==> config.mk <==
export PLATFORM = sky130hd
export DESIGN_NAME = alu16_stage
export DESIGN_NICKNAME = d
export VERILOG_FILES = /design/src/rtl/alu16_pkg.sv /design/src/rtl/alu16.sv /design/src/rtl/alu16_stage.sv
export SDC_FILE = /design/constraint.sdc
export NUM_CORES = 1
export LEC_CHECK = 0
export ABC_AREA = 0
export CAP_MARGIN = 20
export CORE_MARGIN = 3
export CORE_UTILIZATION = 30
export DETAILED_ROUTE_END_ITERATION = 8
export SLEW_MARGIN = 20
export SYNTH_ARGS = -nofsm -noshare
export SYNTH_HDL_FRONTEND = slang
export SYNTH_SLANG_ARGS = --single-unit
==> constraint.sdc <==
create_clock -name clk -period 2.2 [get_ports clk]
set_input_delay 0.44 -clock clk [delete_from_list [all_inputs] [get_ports clk]]
set_output_delay 0.44 -clock clk [all_outputs]
set_load 0.01 [all_outputs]
==> src/rtl/alu16_pkg.sv <==
// Shared definitions for the Hack-style ALU stage: control-bit positions and the
// standard opcode encodings of the {zx,nx,zy,ny,f,no} control word.
package alu16_pkg;

    localparam int ZX = 5;
    localparam int NX = 4;
    localparam int ZY = 3;
    localparam int NY = 2;
    localparam int F  = 1;
    localparam int NO = 0;

    localparam logic [5:0] OP_ZERO = 6'b101010;
    localparam logic [5:0] OP_ONE  = 6'b111111;
    localparam logic [5:0] OP_X    = 6'b001100;
    localparam logic [5:0] OP_NOTX = 6'b001101;
    localparam logic [5:0] OP_ADD  = 6'b000010;
    localparam logic [5:0] OP_SUB  = 6'b010011;
    localparam logic [5:0] OP_AND  = 6'b000000;
    localparam logic [5:0] OP_OR   = 6'b010101;

endpackage

==> src/rtl/alu16.sv <==
// Purely combinational Hack ALU: Not/And gate stages on each operand, then an
// adder or an And, then an optional output inversion.
module alu16
    import alu16_pkg::*;
#(
    parameter int WIDTH = 16
) (
    input  logic [WIDTH-1:0] i_x,
    input  logic [WIDTH-1:0] i_y,
    input  logic [5:0]       i_ctrl,
    output logic [WIDTH-1:0] o_out,
    output logic             o_zr,
    output logic             o_ng
);

    logic [WIDTH-1:0] w_x1;
    logic [WIDTH-1:0] w_x2;
    logic [WIDTH-1:0] w_y1;
    logic [WIDTH-1:0] w_y2;
    logic [WIDTH-1:0] w_o;

    // Operand conditioning, function select (carry out of the add is dropped), output negate
    always_comb begin
        w_x1  = i_ctrl[ZX] ? {WIDTH{1'b0}} : i_x;
        w_x2  = i_ctrl[NX] ? ~w_x1 : w_x1;
        w_y1  = i_ctrl[ZY] ? {WIDTH{1'b0}} : i_y;
        w_y2  = i_ctrl[NY] ? ~w_y1 : w_y1;
        w_o   = i_ctrl[F] ? (w_x2 + w_y2) : (w_x2 & w_y2);
        o_out = i_ctrl[NO] ? ~w_o : w_o;
        o_zr  = (o_out == {WIDTH{1'b0}});
        o_ng  = o_out[WIDTH-1];
    end

endmodule

==> src/rtl/alu16_stage.sv <==
// Registered ALU stage: one operation per cycle over valid/ready, results and
// flags buffered in a small FIFO so a stalled consumer never loses data.
module alu16_stage
    import alu16_pkg::*;
#(
    parameter int WIDTH = 16,
    parameter int DEPTH = 2
) (
    input  logic             clk,
    input  logic             rst_n,
    input  logic             in_valid,
    output logic             in_ready,
    input  logic [WIDTH-1:0] x,
    input  logic [WIDTH-1:0] y,
    input  logic [5:0]       ctrl,
    output logic             out_valid,
    input  logic             out_ready,
    output logic [WIDTH-1:0] out,
    output logic             zr,
    output logic             ng
);

    localparam int PW = (DEPTH > 2) ? $clog2(DEPTH) : 1;
    localparam int CW = $clog2(DEPTH + 1);
    localparam int EW = WIDTH + 2;

    logic [WIDTH-1:0] w_alu_out;
    logic             w_alu_zr;
    logic             w_alu_ng;
    logic             w_push;
    logic             w_pop;
    logic [PW-1:0]    w_head_ptr;

    logic [EW-1:0]    r_mem [DEPTH];
    logic [PW-1:0]    r_wr_ptr;
    logic [PW-1:0]    r_rd_ptr;
    logic [CW-1:0]    r_count;

    alu16 #(
        .WIDTH (WIDTH)
    ) u_alu (
        .i_x    (x),
        .i_y    (y),
        .i_ctrl (ctrl),
        .o_out  (w_alu_out),
        .o_zr   (w_alu_zr),
        .o_ng   (w_alu_ng)
    );

    // Handshake qualification; an empty FIFO shows the entry just behind rd_ptr,
    // which is the last popped result and is not overwritten until a push refills it.
    always_comb begin
        in_ready   = rst_n & (r_count != CW'(DEPTH));
        out_valid  = (r_count != {CW{1'b0}});
        w_push     = in_valid & in_ready;
        w_pop      = out_valid & out_ready;
        w_head_ptr = out_valid ? r_rd_ptr : (r_rd_ptr - PW'(1));
        {out, zr, ng} = r_mem[w_head_ptr];
    end

    // Result storage; cleared on reset so the visible head reads as zero
    always_ff @(posedge clk or negedge rst_n) begin
        if (!rst_n) begin
            for (int i = 0; i < DEPTH; i++) begin
                r_mem[i] <= {EW{1'b0}};
            end
        end else if (w_push) begin
            r_mem[r_wr_ptr] <= {w_alu_out, w_alu_zr, w_alu_ng};
        end
    end

    // Pointers and occupancy count; power-of-two depth makes pointer wrap natural
    always_ff @(posedge clk or negedge rst_n) begin
        if (!rst_n) begin
            r_wr_ptr <= {PW{1'b0}};
            r_rd_ptr <= {PW{1'b0}};
            r_count  <= {CW{1'b0}};
        end else begin
            if (w_push) begin
                r_wr_ptr <= r_wr_ptr + PW'(1);
            end
            if (w_pop) begin
                r_rd_ptr <= r_rd_ptr + PW'(1);
            end
            case ({w_push, w_pop})
                2'b10:   r_count <= r_count + CW'(1);
                2'b01:   r_count <= r_count - CW'(1);
                default: r_count <= r_count;
            endcase
        end
    end

endmodule
==> summary.md <==
| Metric | Value |
|---|---|
| Register bit total from synthesis | `38` |
| Drt drc | `0` |
| First-pass DRT Iterations | `4` |
| GP Congestion | `roughly 0.86` |
| Count of different cell masters after synthesis | `between 60 and 70` |
| Reg2reg start | `r_count[1]$_DFFE_PN0P_` |
| WP data required | `between 2 and 2.5 ns` |
| WP data arrival | `approximately 3.3 ns` |
| Vias | `~3.3k` |
| Lkg Pwr | `~2.8 nW` |
| Commonest cells after routing, fill and taps aside | `buf_4, buf_6, dfrtp_1, xnor2_1` |
| Iter 0 DRT Violations | `~100` |
| Final nets | `approximately 600` |
| Synth area leaders | `dfrtp_1, mux2_2, xnor2_1` |
| Share of the synthesized area in the top cell type | `~27%` |
| Least-Margin Pin Slew | `0.552 ns` |
| WL/cell | `around 15 µm` |
| Post-synthesis cell area | `3550 µm²` |
| Max Slew Vio Count | `0` |
| Routed Antenna Nets | `0` |
| Async SR Flop Fraction | `100%` |
| Clock Tree Buf Depth | `2` |
| Antenna violations before repair | `0` |
| R2R Setup Slk | `between 0.2 and 0.3 ns` |
| Area leader, netlist | `dfrtp_1` |
| Peak VDD IR | `0.000384 V` |
| Failing checks | `setup timing` |
| Max-Cap Viols | `0` |
| FF-to-FF End | `r_mem[32]$_DFFE_PN0P_` |
| Gr ovfl total | `0` |
| Final setup viols | `39` |
| Critical Path Source Type | `input pin` |
| Worst clock skew | `between 0.006 and 0.007 ns` |
| Synth Area per Inst | `9.48 µm²` |
| Net count after synthesis | `approximately 440` |
| Placed cell count | `633` |
| Number of global-route vias before repair | `3,436` |
| Die ar. | `about 13,000 µm²` |
| Initial core utilization | `a little under a third` |
| DP HPWL | `about 7000 µm` |
| Core Util, Final | `54.4%` |
| Die Ht | `about 110 µm` |
| Worst slew margin | `between 60% and 70%` |
| Unrepaired setup endpoints after global routing | `true` |
| Final WS setup | `-0.903 ns` |
| TritonCTS Buffers | `5` |
| Total negative slack | `-14.19 ns` |
| I/O Buffers | `61` |
| Min Tclk post-route | `slightly above 3 ns` |
| Crit path top cell by count | `mux2i_1` |
| Commonest non-fill, non-tap cell in the layout | `buf_4` |
| Layout Cells excl Fill | `between 600 and 700` |
| Crit. End Element | `flip-flop` |
| First-pass GRT wire length | `16,700 µm` |
| Via-per-instance ratio | `slightly below 5` |
| H-tree lvl count | `2` |
| Area growth, synth to finish | `76.3%` |
| Drt total wl | `about 10,000 µm` |
| Final hold vios | `0` |
| Warnings from Yosys | `0` |
| R2R depth | `6` |
| Post-synthesis sequential area ratio | `a little over a quarter` |
| CTS tree | `done` |
| Largest net degree at the start of global routing | `39` |
| EDFF count, synth | `0` |
| Share of layout cells above drive strength 1 | `about 56%` |
| Cell area power density | `around 1100 nW/µm²` |
| Die outline width | `roughly 110 µm` |
| Type of the worst min-delay path | `in -> async` |
| Setup CP Type | `in -> reg` |
| Largest incremental delay on the critical path | `slightly above 0.5 ns` |
| Crit-path cells | `buf_8, nand2b_4, xnor2_4, ha_4, fa_2, a211oi_4, o21ai_4, buf_6, xor2_1, mux2i_1, or4b_1, mux2i_1, o221ai_2, o31ai_2` |
| Synth Flop Type | `dfrtp_1` |
| Ant diodes | `0` |
| Final period util | `141%` |
| Critical Path Fanout Max | `4` |
| Clock Root Buffer | `clkbuf_16` |
| Total track usage | `approximately 15%` |
| Peak Freq | `between 300 and 400 MHz` |
| Hold buffers post-CTS | `0` |
| Worst-path cell with the longest stage delay | `or4b_1` |
| Clock sink count | `38` |
| Status | `complete, but fails checks` |
| Rows | `39` |
| Clk slew on worst S/H paths | `0.06 ns` |
| Worst skew pair latency | `between 0.2 and 0.3 ns` |
| Core Region | `about 12,000 µm²` |
| Mapped Cells | `approximately 380` |
| I/O Pins | `62` |
[worst max path at each step]
stage          startpoint                    to  slack [ns]  depth (start not counted)
2_1_floorplan     ctrl[2]  r_mem[1]$_DFFE_PN0P_       -1.01                         13
3_3_place_gp      ctrl[2]  r_mem[1]$_DFFE_PN0P_       -1.59                         12
3_5_place_dp      ctrl[2]  r_mem[1]$_DFFE_PN0P_       -1.61                         12
4_1_cts           ctrl[3]  r_mem[1]$_DFFE_PN0P_       -0.90                         13
5_1_grt           ctrl[3]  r_mem[1]$_DFFE_PN0P_       -0.99                         14
6_report          ctrl[5]  r_mem[1]$_DFFE_PN0P_       -0.90                         14
[synth_stat cells (5+ instances only)]
master	n
buf_2	5
nand2b_1	33
nand2_1	25
ha_1	17
xnor2_1	54
dfrtp_1	38
nor2_1	8
mux2i_1	9
o21ai_0	7
mux2_2	43
nor3_1	5
a21oi_1	19
xor2_1	8
a21o_1	5
clkbuf_1	13
nor2b_1	5
[registers in the layout, indices dropped and copies added (netlist names)]
| signal | cells |
|---|---|
| r_rd_ptr | 1 |
| r_mem | 34 |
| r_count | 2 |
| r_wr_ptr | 1 |
[what timing repair did]
item	in CTS	in global routing
setup buffers	25	10
gates cloned	4	1
gates resized for setup	232	79
endpoints found under the hold margin	0	0
pin swaps	76	68
setup endpoints to repair	50	49
[power by group]
part           internal (mW)  total, mW  switching [mW]
registers               1.04       1.22           0.184
logic                   2.84       4.69            1.85
clock network          0.535      0.798           0.263
[per-stage QoR]
step	hold WS, ns	total power [mW]	setup WS [ns]	cell area (µm²)
after floorplan	0.144	3.20	-1.01	3800
final	0.229	6.71	-0.903	6260
after global routing	0.272	7.17	-0.993	6260
after detailed placement	0.463	4.69	-1.61	5000
after global placement	0.457	4.63	-1.59	5000
after CTS	0.231	6.83	-0.905	5820
[layout make-up]
class                           count  area (µm²)
Fill cell                        1020        5250
Timing Repair Buffer              170        1580
Sequential cell                    38         951
Multi-Input combinational cell    312        3390
Tap cell                          143         179
Clock inverter                      1        30.0
Clock buffer                        7         133
Inverter                            2        7.51
[routing by layer]
layer  track usage, %  vias to the layer above  wire length (µm)
met3             1.21                        7               275
met1             20.5                     1548              4680
met2             27.7                       58              5230
met5                0                        -                 0
li1                 -                     1642                 -
met4             2.82                        0                70
[logic make-up (layout without fill, tap and decap cells)]
kind of cell / after synthesis / in the layout / synth area share [%]
xor+xnor: 62 / 62 / 15.3
flops: 38 / 38 / 26.8
buf+inv: 25 / 180 / 2.96
simple gates: 110 / 110 / 17.6
mux: 52 / 52 / 16.2
compound gates: 70 / 70 / 14.6
fa+ha+maj: 18 / 18 / 6.55
[critical path: cells and delay by family]
kind / cells / cell delay, ns
buffers and inverters: 2 / 0.24
multiplexers: 2 / 0.29
XOR/XNOR: 2 / 0.28
adder cells (fa/ha/maj): 2 / 0.54
AND/OR/NAND/NOR: 2 / 0.66
AO/OA/AOI/OAI: 4 / 0.83
No activity file was read; power rests on OpenSTA's default activity.
